### config.mk
export PLATFORM = sky130hd
export DESIGN_NAME = controle_de_saida
export DESIGN_NICKNAME = d
export VERILOG_FILES = /design/src/rtl/pkg_estacionamento.sv /design/src/rtl/sincronizador.sv /design/src/rtl/controle_de_saida.sv
export SDC_FILE = /design/constraint.sdc
export NUM_CORES = 1
export LEC_CHECK = 0
export CELL_PAD_IN_SITES_DETAIL_PLACEMENT = 1
export CELL_PAD_IN_SITES_GLOBAL_PLACEMENT = 2
export CORE_MARGIN = 4
export CORE_UTILIZATION = 24
export CTS_BUF_LIST = sky130_fd_sc_hd__clkbuf_2
export DETAILED_ROUTE_END_ITERATION = 8
export GPL_TIMING_DRIVEN = 0
export PLACE_DENSITY_LB_ADDON = 0.1
export SLEW_MARGIN = 20
export SYNTH_ARGS = -nofsm -noshare
export SYNTH_HDL_FRONTEND = slang
export SYNTH_SLANG_ARGS = --single-unit
### constraint.sdc
create_clock -name clk -period 2.39 [get_ports clk]
set_input_delay 0.478 -clock clk [delete_from_list [all_inputs] [get_ports clk]]
set_output_delay 0.478 -clock clk [all_outputs]
set_load 0.005 [all_outputs]
### src/rtl/pkg_estacionamento.sv
// rtl/pkg_estacionamento.sv - shared exit-gate states, display codes and timing defaults
package pkg_estacionamento;

  typedef enum logic [1:0] {
    OCIOSO   = 2'd0,
    LIBERADO = 2'd1,
    PASSANDO = 2'd2,
    ERRO     = 2'd3
  } estado_t;

  // Bit positions inside the one-hot frase display code
  localparam int FRASE_ERRO     = 3;
  localparam int FRASE_LIBERADO = 2;
  localparam int FRASE_PARE     = 1;
  localparam int FRASE_CHEIO    = 0;
  localparam int LARGURA_FRASE  = 4;

  localparam int TEMPO_LIMITE_PADRAO = 20;

  // One-hot display word with only the given message bit set
  function automatic logic [LARGURA_FRASE-1:0] frase_codigo(input int indice);
    logic [LARGURA_FRASE-1:0] codigo;
    codigo = '0;
    codigo[indice] = 1'b1;
    return codigo;
  endfunction

endpackage

### src/rtl/sincronizador.sv
// rtl/sincronizador.sv - two-flop synchronizer for an asynchronous sensor level
module sincronizador (
  input  logic clk,
  input  logic reset,
  input  logic d_i,
  output logic q_o
);

  logic meta_q;
  logic sync_q;

  // Two back-to-back flops give the first stage a full cycle to settle
  always_ff @(posedge clk or posedge reset) begin
    if (reset) begin
      meta_q <= 1'b0;
      sync_q <= 1'b0;
    end else begin
      meta_q <= d_i;
      sync_q <= meta_q;
    end
  end

  assign q_o = sync_q;

endmodule

### src/rtl/controle_de_saida.sv
// rtl/controle_de_saida.sv - parking exit gate controller with occupancy counter
module controle_de_saida
  import pkg_estacionamento::*;
#(
  parameter int CAPACIDADE   = 8,
  parameter int LARGURA      = 4,
  parameter int TEMPO_LIMITE = TEMPO_LIMITE_PADRAO
) (
  input  logic                     clk,
  input  logic                     reset,
  input  logic                     tick_1hz,
  input  logic                     sensor_interno,
  input  logic                     sensor_externo,
  input  logic                     entrada_confirmada,
  output logic                     cancela_saida,
  output logic [LARGURA_FRASE-1:0] frase,
  output logic                     cheio,
  output logic [LARGURA-1:0]       ocupacao
);

  localparam int                    LARG_TEMPO = $clog2(TEMPO_LIMITE + 1);
  localparam logic [LARGURA-1:0]    CAP        = LARGURA'(CAPACIDADE);
  localparam logic [LARG_TEMPO-1:0] LIMITE     = LARG_TEMPO'(TEMPO_LIMITE);

  logic si;
  logic se;

  estado_t                  estado_q;
  logic                     cancela_q;
  logic [LARGURA_FRASE-1:0] frase_q;
  logic [LARG_TEMPO-1:0]    timer_q;
  logic [LARGURA-1:0]       ocupacao_q;
  logic [LARGURA-1:0]       ocupacao_d;
  logic                     pedido_saida;
  logic                     entra_liberado;
  logic [LARGURA_FRASE-1:0] frase_ocioso;

  sincronizador u_sinc_interno (
    .clk   (clk),
    .reset (reset),
    .d_i   (sensor_interno),
    .q_o   (si)
  );

  sincronizador u_sinc_externo (
    .clk   (clk),
    .reset (reset),
    .d_i   (sensor_externo),
    .q_o   (se)
  );

  // The vehicle has cleared both sensors: the same edge leaves PASSANDO and decrements
  assign pedido_saida   = (estado_q == PASSANDO) && !si && !se;
  assign entra_liberado = (estado_q == OCIOSO) && si && !se;

  // Next occupancy: simultaneous entry and exit cancel out, no wrap at either end
  always_comb begin
    ocupacao_d = ocupacao_q;
    if (entrada_confirmada && !pedido_saida) begin
      if (ocupacao_q < CAP) ocupacao_d = ocupacao_q + 1'b1;
    end else if (pedido_saida && !entrada_confirmada) begin
      if (ocupacao_q != '0) ocupacao_d = ocupacao_q - 1'b1;
    end
  end

  // Idle display uses the next occupancy so CHEIO lines up with the cheio output
  assign frase_ocioso = (ocupacao_d == CAP) ? frase_codigo(FRASE_CHEIO) : '0;

  // Occupancy register; reset drops any exit still in progress
  always_ff @(posedge clk or posedge reset) begin
    if (reset) ocupacao_q <= '0;
    else       ocupacao_q <= ocupacao_d;
  end

  // Seconds counter: restarts when the gate opens, stops at the limit
  always_ff @(posedge clk or posedge reset) begin
    if (reset)                             timer_q <= '0;
    else if (entra_liberado)               timer_q <= '0;
    else if (tick_1hz && timer_q != LIMITE) timer_q <= timer_q + 1'b1;
  end

  // Exit FSM with gate and display registered alongside the state
  always_ff @(posedge clk or posedge reset) begin
    if (reset) begin
      estado_q  <= OCIOSO;
      cancela_q <= 1'b0;
      frase_q   <= '0;
    end else begin
      case (estado_q)
        OCIOSO: begin
          if (si && se) begin
            estado_q  <= ERRO;
            cancela_q <= 1'b0;
            frase_q   <= frase_codigo(FRASE_ERRO);
          end else if (si) begin
            estado_q  <= LIBERADO;
            cancela_q <= 1'b1;
            frase_q   <= frase_codigo(FRASE_LIBERADO);
          end else begin
            cancela_q <= 1'b0;
            frase_q   <= frase_ocioso;
          end
        end
        LIBERADO: begin
          if (se) begin
            estado_q  <= PASSANDO;
            cancela_q <= 1'b1;
            frase_q   <= frase_codigo(FRASE_PARE);
          end else if (timer_q == LIMITE) begin
            estado_q  <= ERRO;
            cancela_q <= 1'b0;
            frase_q   <= frase_codigo(FRASE_ERRO);
          end
        end
        PASSANDO: begin
          if (pedido_saida) begin
            estado_q  <= OCIOSO;
            cancela_q <= 1'b0;
            frase_q   <= frase_ocioso;
          end
        end
        ERRO: begin
          if (!si && !se) begin
            estado_q  <= OCIOSO;
            cancela_q <= 1'b0;
            frase_q   <= frase_ocioso;
          end
        end
        default: begin
          estado_q  <= OCIOSO;
          cancela_q <= 1'b0;
          frase_q   <= '0;
        end
      endcase
    end
  end

  assign cancela_saida = cancela_q;
  assign frase         = frase_q;
  assign ocupacao      = ocupacao_q;
  assign cheio         = (ocupacao_q == CAP);

endmodule
== Yosys cells after proc, flatten, opt, wreduce, memory -nomap -nowiden ==
Index checks and enable logic that the tools add are counted.

* Register bits after elaboration: 20
* Output and inout port bits: 10

* Magnitude comparators: 1
* Multiplexer cells: 28
* Add/subtract/negate cells: 3
* Reductions and logical operators: 18
* Equal/unequal tests: 11

{| class="wikitable"
|+ Operators by type and width
! operator !! number
|-
| $mux W4 || 9
|-
| $pmux W4 S4 || 1
|-
| $mux W2 || 6
|-
| $mux W5 || 2
|-
| $logic_and A1 B1 Y1 || 9
|-
| $eq A4 B4 Y1 const B || 2
|-
| $pmux W2 S4 || 1
|-
| $mux W1 || 7
|-
| $add A5 B1 Y5 const B || 1
|-
| $eq A5 B5 Y1 const B || 1
|-
| $ne A5 B5 Y1 const B || 1
|-
| $add A4 B1 Y4 const B || 1
|-
| $eq A2 B2 Y1 const B || 2
|-
| $logic_not A1 Y1 || 4
|-
| $lt A4 B4 Y1 const B || 1
|-
| $ne A2 B2 Y1 const B || 2
|-
| $pmux W1 S4 || 1
|-
| $reduce_and A4 Y1 || 1
|-
| $reduce_bool A4 Y1 || 1
|-
| $sub A4 B1 Y4 const B || 1
|-
| $mux W3 || 1
|-
| $ne A3 B1 Y1 const B || 1
|-
| $ne A3 B2 Y1 const B || 1
|-
| $reduce_and A3 Y1 || 1
|-
| 3 further kinds || 3
|}

== Depth between registers and ports, before layout ==
* Depth after elaboration: 11
* Depth in mapped cells: 7
* Mapped depth without buffers: 7

== By module ==
From an unflattened synthesis, not the netlist that was laid out.

* Cells, all modules: 119
* Area, all modules: 1129.8 um^2

{| class="wikitable"
|+ Modules (own cells, without submodules)
! module !! cells each !! seq. area each (um^2) !! times used !! area each (um^2)
|-
| controle_de_saida || 113 || 400.4 || 1 || 1022.2
|-
| sincronizador || 3 || 50.0 || 2 || 53.8
|}

== Least setup slack after synthesis ==
OpenSTA, ideal clock, no wires.

* Path kind: register -> register
* Start point: reg ocupacao_q[0], in the netlist ocupacao[0]
* End point: reg frase_q[0], in the netlist frase[0]
* Clock period less this slack: 2.083 ns
* Setup slack: 0.307 ns
* Cell stages (with the launch flop): 8
* Arrival: 1.993 ns
* Data required time: 2.300 ns
* Path through: dfrtp_1 > inv_1 > ha_1 > or3b_1 > nand4_1 > or4b_4 > nand4b_4 > o31ai_4

* Word-level cells in the longest chain between the ends: 9
* Elaborated cells on any way between the ends: 15

{| class="wikitable"
|+ Ends and longest elaborated chain
! item !! line !! source
|-
| start: declaration || controle_de_saida.sv:32 || <nowiki>logic [LARGURA-1:0] ocupacao_q;</nowiki>
|-
| start signal: assignment || controle_de_saida.sv:72 || <nowiki>else ocupacao_q <= ocupacao_d;</nowiki>
|-
| $sub A4 B1 Y4 or $reduce_bool A4 Y1 (tied branches) || controle_de_saida.sv:62 || <nowiki>if (ocupacao_q != '0) ocupacao_d = ocupacao_q - 1'b1;</nowiki>
|-
| $mux W4 || controle_de_saida.sv:62 ||
|-
| $mux W4 || controle_de_saida.sv:61 || <nowiki>end else if (pedido_saida && !entrada_confirmada) begin</nowiki>
|-
| $mux W4 (*) || controle_de_saida.sv:59 || <nowiki>if (entrada_confirmada && !pedido_saida) begin</nowiki>
|-
| via ocupacao_d[0] || controle_de_saida.sv:33 || <nowiki>logic [LARGURA-1:0] ocupacao_d;</nowiki>
|-
| $eq A4 B4 Y1 (*) || controle_de_saida.sv:67 || <nowiki>assign frase_ocioso = (ocupacao_d == CAP) ? frase_codigo(FRASE_CHEIO) : '0;</nowiki>
|-
| $mux W1 (*) || controle_de_saida.sv:67 ||
|-
| $mux W3 || controle_de_saida.sv:95 || <nowiki>end else if (si) begin</nowiki>
|-
| $mux W4 || controle_de_saida.sv:91 || <nowiki>if (si && se) begin</nowiki>
|-
| $pmux W4 S4 (*) || controle_de_saida.sv:89 || <nowiki>case (estado_q)</nowiki>
|-
| end signal: assignment || controle_de_saida.sv:94 || <nowiki>frase_q <= frase_codigo(FRASE_ERRO);</nowiki>
|-
| end signal: assignment || controle_de_saida.sv:98 || <nowiki>frase_q <= frase_codigo(FRASE_LIBERADO);</nowiki>
|-
| end signal: assignment || controle_de_saida.sv:101 || <nowiki>frase_q <= frase_ocioso;</nowiki>
|-
| end: declaration || controle_de_saida.sv:30 || <nowiki>logic [LARGURA_FRASE-1:0] frase_q;</nowiki>
|}

Mark *: on every way through the listed nets, which the timed path passes. The rest lies on a longest branch. The select of a mux whose other input is x is not followed.
A chain may end at the register's enable or synchronous reset.

== Worst setup path after layout ==
* Start point: reg ocupacao_q[1], in the netlist ocupacao[1]
* End point: out cheio

* Word-level cells in the longest chain between the ends: 1

{| class="wikitable"
|+ Ends and longest elaborated chain
! item !! line !! source
|-
| $eq A4 B4 Y1 || controle_de_saida.sv:141 || <nowiki>assign cheio = (ocupacao_q == CAP);</nowiki>
|-
| end: declaration || controle_de_saida.sv:17 || <nowiki>output logic cheio,</nowiki>
|}

Every way passes these cells.

==> results.json <==
{
  "gp_congestion": 0.747,
  "start_util": 0.253,
  "synth.top_cells.by_area": "dfrtp_1 (45%), a21oi_1 (5.4%), ha_1 (4.5%)",
  "reg2reg_from": "estado_q[0]",
  "slew_viol_final": 0,
  "p_per_area_nw_per_um2": 1100,
  "yosysWarnings": 0,
  "r2r_cells": 6,
  "n_antenna_cell": 0,
  "cp-endpoint": "cheio",
  "vdd_ir_drop_max_mv": 0.325,
  "regArea_um2": 503,
  "grt_antenna_before_repair": 0,
  "core_um2": 4410,
  "numPortBuffers": 14,
  "nNetsFinal": 144,
  "die_y_um": 76.2,
  "max_freq_ghz": 0.449,
  "worst_pin_slew_ns": 0.807,
  "period_needed_ns": 2.23,
  "insertion_delay_ns": 0.33,
  "finalSetupTns_ns": 0,
  "root_buffer": "clkbuf_2",
  "drive_gt1_frac": 0.135,
  "synth_area_per_cell_um2": 9.96,
  "start_kind": "register",
  "dp_hpwl_um": 2100,
  "drt_iter0_markers": 41,
  "syn_nets": 122,
  "die_w_um": 76.2,
  "rows": 24,
  "timing.final.ws_setup_ns": 0.164,
  "numCtsBuffers": 3,
  "ys_seq_elements": 20,
  "grt_pass1_wl_um": 5100,
  "crit_fanout": 4,
  "grt_usage": 0.106,
  "grt_max_degree": 21,
  "place_ws_ns": 0.0961,
  "vias_per_cell": 5.02,
  "cts_max_level": 1,
  "syn_to_final_growth_pct": 25.8,
  "skew_ns": 0.0221,
  "yosysTopAreaCellShare": 0.448,
  "syn-cell-area_um2": 1120,
  "required_ns": 1.91,
  "p_total_w": 0.00155,
  "end_kind": "output port",
  "seq_area_frac_synth": 0.448,
  "synth_cells": 112,
  "finalHoldViolCount": 0,
  "drt_pass1_iterations": 4,
  "yosysMostFrequentCell": "dfrtp_1",
  "design_area_um2": 1400,
  "grt_pass1_vias": 978,
  "cts_tree": "done",
  "total_leakage_power_nw": 0.583,
  "yosysUniqueCellTypes": 38,
  "cts_num_sinks": 20,
  "clk_pin_slew_ns": 0.19,
  "clock_path_buffers": 2,
  "ios": 16,
  "drc": 0,
  "rr_endpoint": "frase[0]",
  "status": "completed",
  "slew-limit-headroom": 0.461,
  "final_util": 0.318,
  "synthFlopType": "dfrtp_1",
  "finalCritPeriodShare": 0.931,
  "rrSetupSlack_ns": 0.23,
  "yosys.area.top_type": "dfrtp_1",
  "rsz0062_at_grt": "no",
  "vias": 929,
  "hp-class": "reg -> reg",
  "fillers": 501,
  "cp.arrival_ns": 1.75,
  "synth_edf_count": 0,
  "async_flop_share": 1.00,
  "grt_overflow": 0,
  "crit_start": "ocupacao[1]",
  "synth_common_cells": "dfrtp_1 (20), a21oi_1 (12), inv_1 (10), nand2_1 (9), nor2_1 (6)",
  "ant_nets": 0,
  "maxCapViolCount": 0,
  "multi_input_area_um2": 552,
  "setup_viol": 0,
  "wl_per_cell_um": 15.7,
  "fp.dieArea_um2": 5810,
  "postRouteWirelength_um": 2900,
  "place_area_um2": 1320,
  "path_class": "reg -> out"
}
## report_power, final
group | internal [W] | leakage (nW) | switching, W
registers | 0.000456 | 0.239 | 0.000111
logic | 0.000368 | 0.317 | 0.000357
clock network | 0.000144 | 0.0266 | 0.000115
## flip-flops by register name, indices dropped and copies added (netlist names)
name	cells
cancela_saida	1
estado_q	2
ocupacao	4
u_sinc_interno.q_o	1
timer_q	5
u_sinc_externo.q_o	1
u_sinc_externo.meta_q	1
frase	4
u_sinc_interno.meta_q	1
## logic make-up after synthesis
family,synth area share
buffers and inverters,0.0684
AND/OR/NAND/NOR,0.222
AO/OA/AOI/OAI,0.183
flip-flops,0.448
adder cells (fa/ha/maj),0.0448
XOR/XNOR,0.0235
multiplexers,0.0101
## cells in the final DEF (no fill, tap or decap), types with 2 or more instances in the layout
cell type	synthesis	layout
ha_1	4	3
buf_4	0	3
o22ai_1	3	3
clkbuf_2	0	3
nand4_1	4	4
a31oi_1	3	3
inv_1	10	9
clkdlybuf4s50_1	0	14
nand3_1	4	4
buf_6	2	2
clkbuf_1	3	3
dfrtp_1	20	18
nor4_1	3	3
dfrtp_2	0	2
a21oi_1	12	12
a211oi_1	4	4
xor2_1	2	2
nand2_1	9	9
nor2_1	6	6
## final cells by class
class / count / share of cell area
Buffer: 6 / 0.0276
Tap cell: 52 / 0.0463
Sequential cell: 20 / 0.358
Timing Repair Buffer: 17 / 0.116
Clock buffer: 3 / 0.0107
Inverter: 10 / 0.0267
Clock inverter: 1 / 0.0214
Multi-Input combinational cell: 76 / 0.393
## routing by layer
layer | wire length [µm] | vias up | global-route usage | part of all wire
met5 | 0 | - | 0 | 0
met2 | 1280 | 21 | 0.156 | 0.44
li1 | - | 450 | - | -
met3 | 132 | 0 | 0.0355 | 0.046
met4 | 0 | 0 | 0.0105 | 0
met1 | 1490 | 458 | 0.154 | 0.51
## how the worst min path moves through the flow
stage / slack [ns] / from / endpoint / depth (start not counted)
global route: 0.39 / u_sinc_externo.meta_q / u_sinc_externo.q_o / 0
floorplan: 0.33 / u_sinc_externo.meta_q / u_sinc_externo.q_o / 0
global placement: 0.33 / u_sinc_interno.meta_q / u_sinc_interno.q_o / 0
detailed placement: 0.34 / u_sinc_externo.meta_q / u_sinc_externo.q_o / 0
CTS: 0.38 / u_sinc_externo.meta_q / u_sinc_externo.q_o / 0
finish: 0.37 / u_sinc_externo.meta_q / u_sinc_externo.q_o / 0
## worst max-delay path, stage by stage (launching register included)
cell and delay [ns]:
dfrtp_2 0.46, inv_1 0.13, ha_4 0.17, nand2b_1 0.07, nor2_1 0.09, clkdlybuf4s50_1 0.51
## metrics by stage
stage | std cells | hold slack (ns)
after floorplan | 112 | 0.331
after global routing | 185 | 0.393
after detailed placement | 178 | 0.338
after global placement | 178 | 0.335
final | 185 | 0.375
after CTS | 183 | 0.382
## timing repair
action                     CTS  global route
setup buffers                1             2
gates resized for setup      2             3
setup endpoints to repair    1             2
gates cloned                 0             0
hold buffers                 0             0
Power figures use the tool's default switching activity.
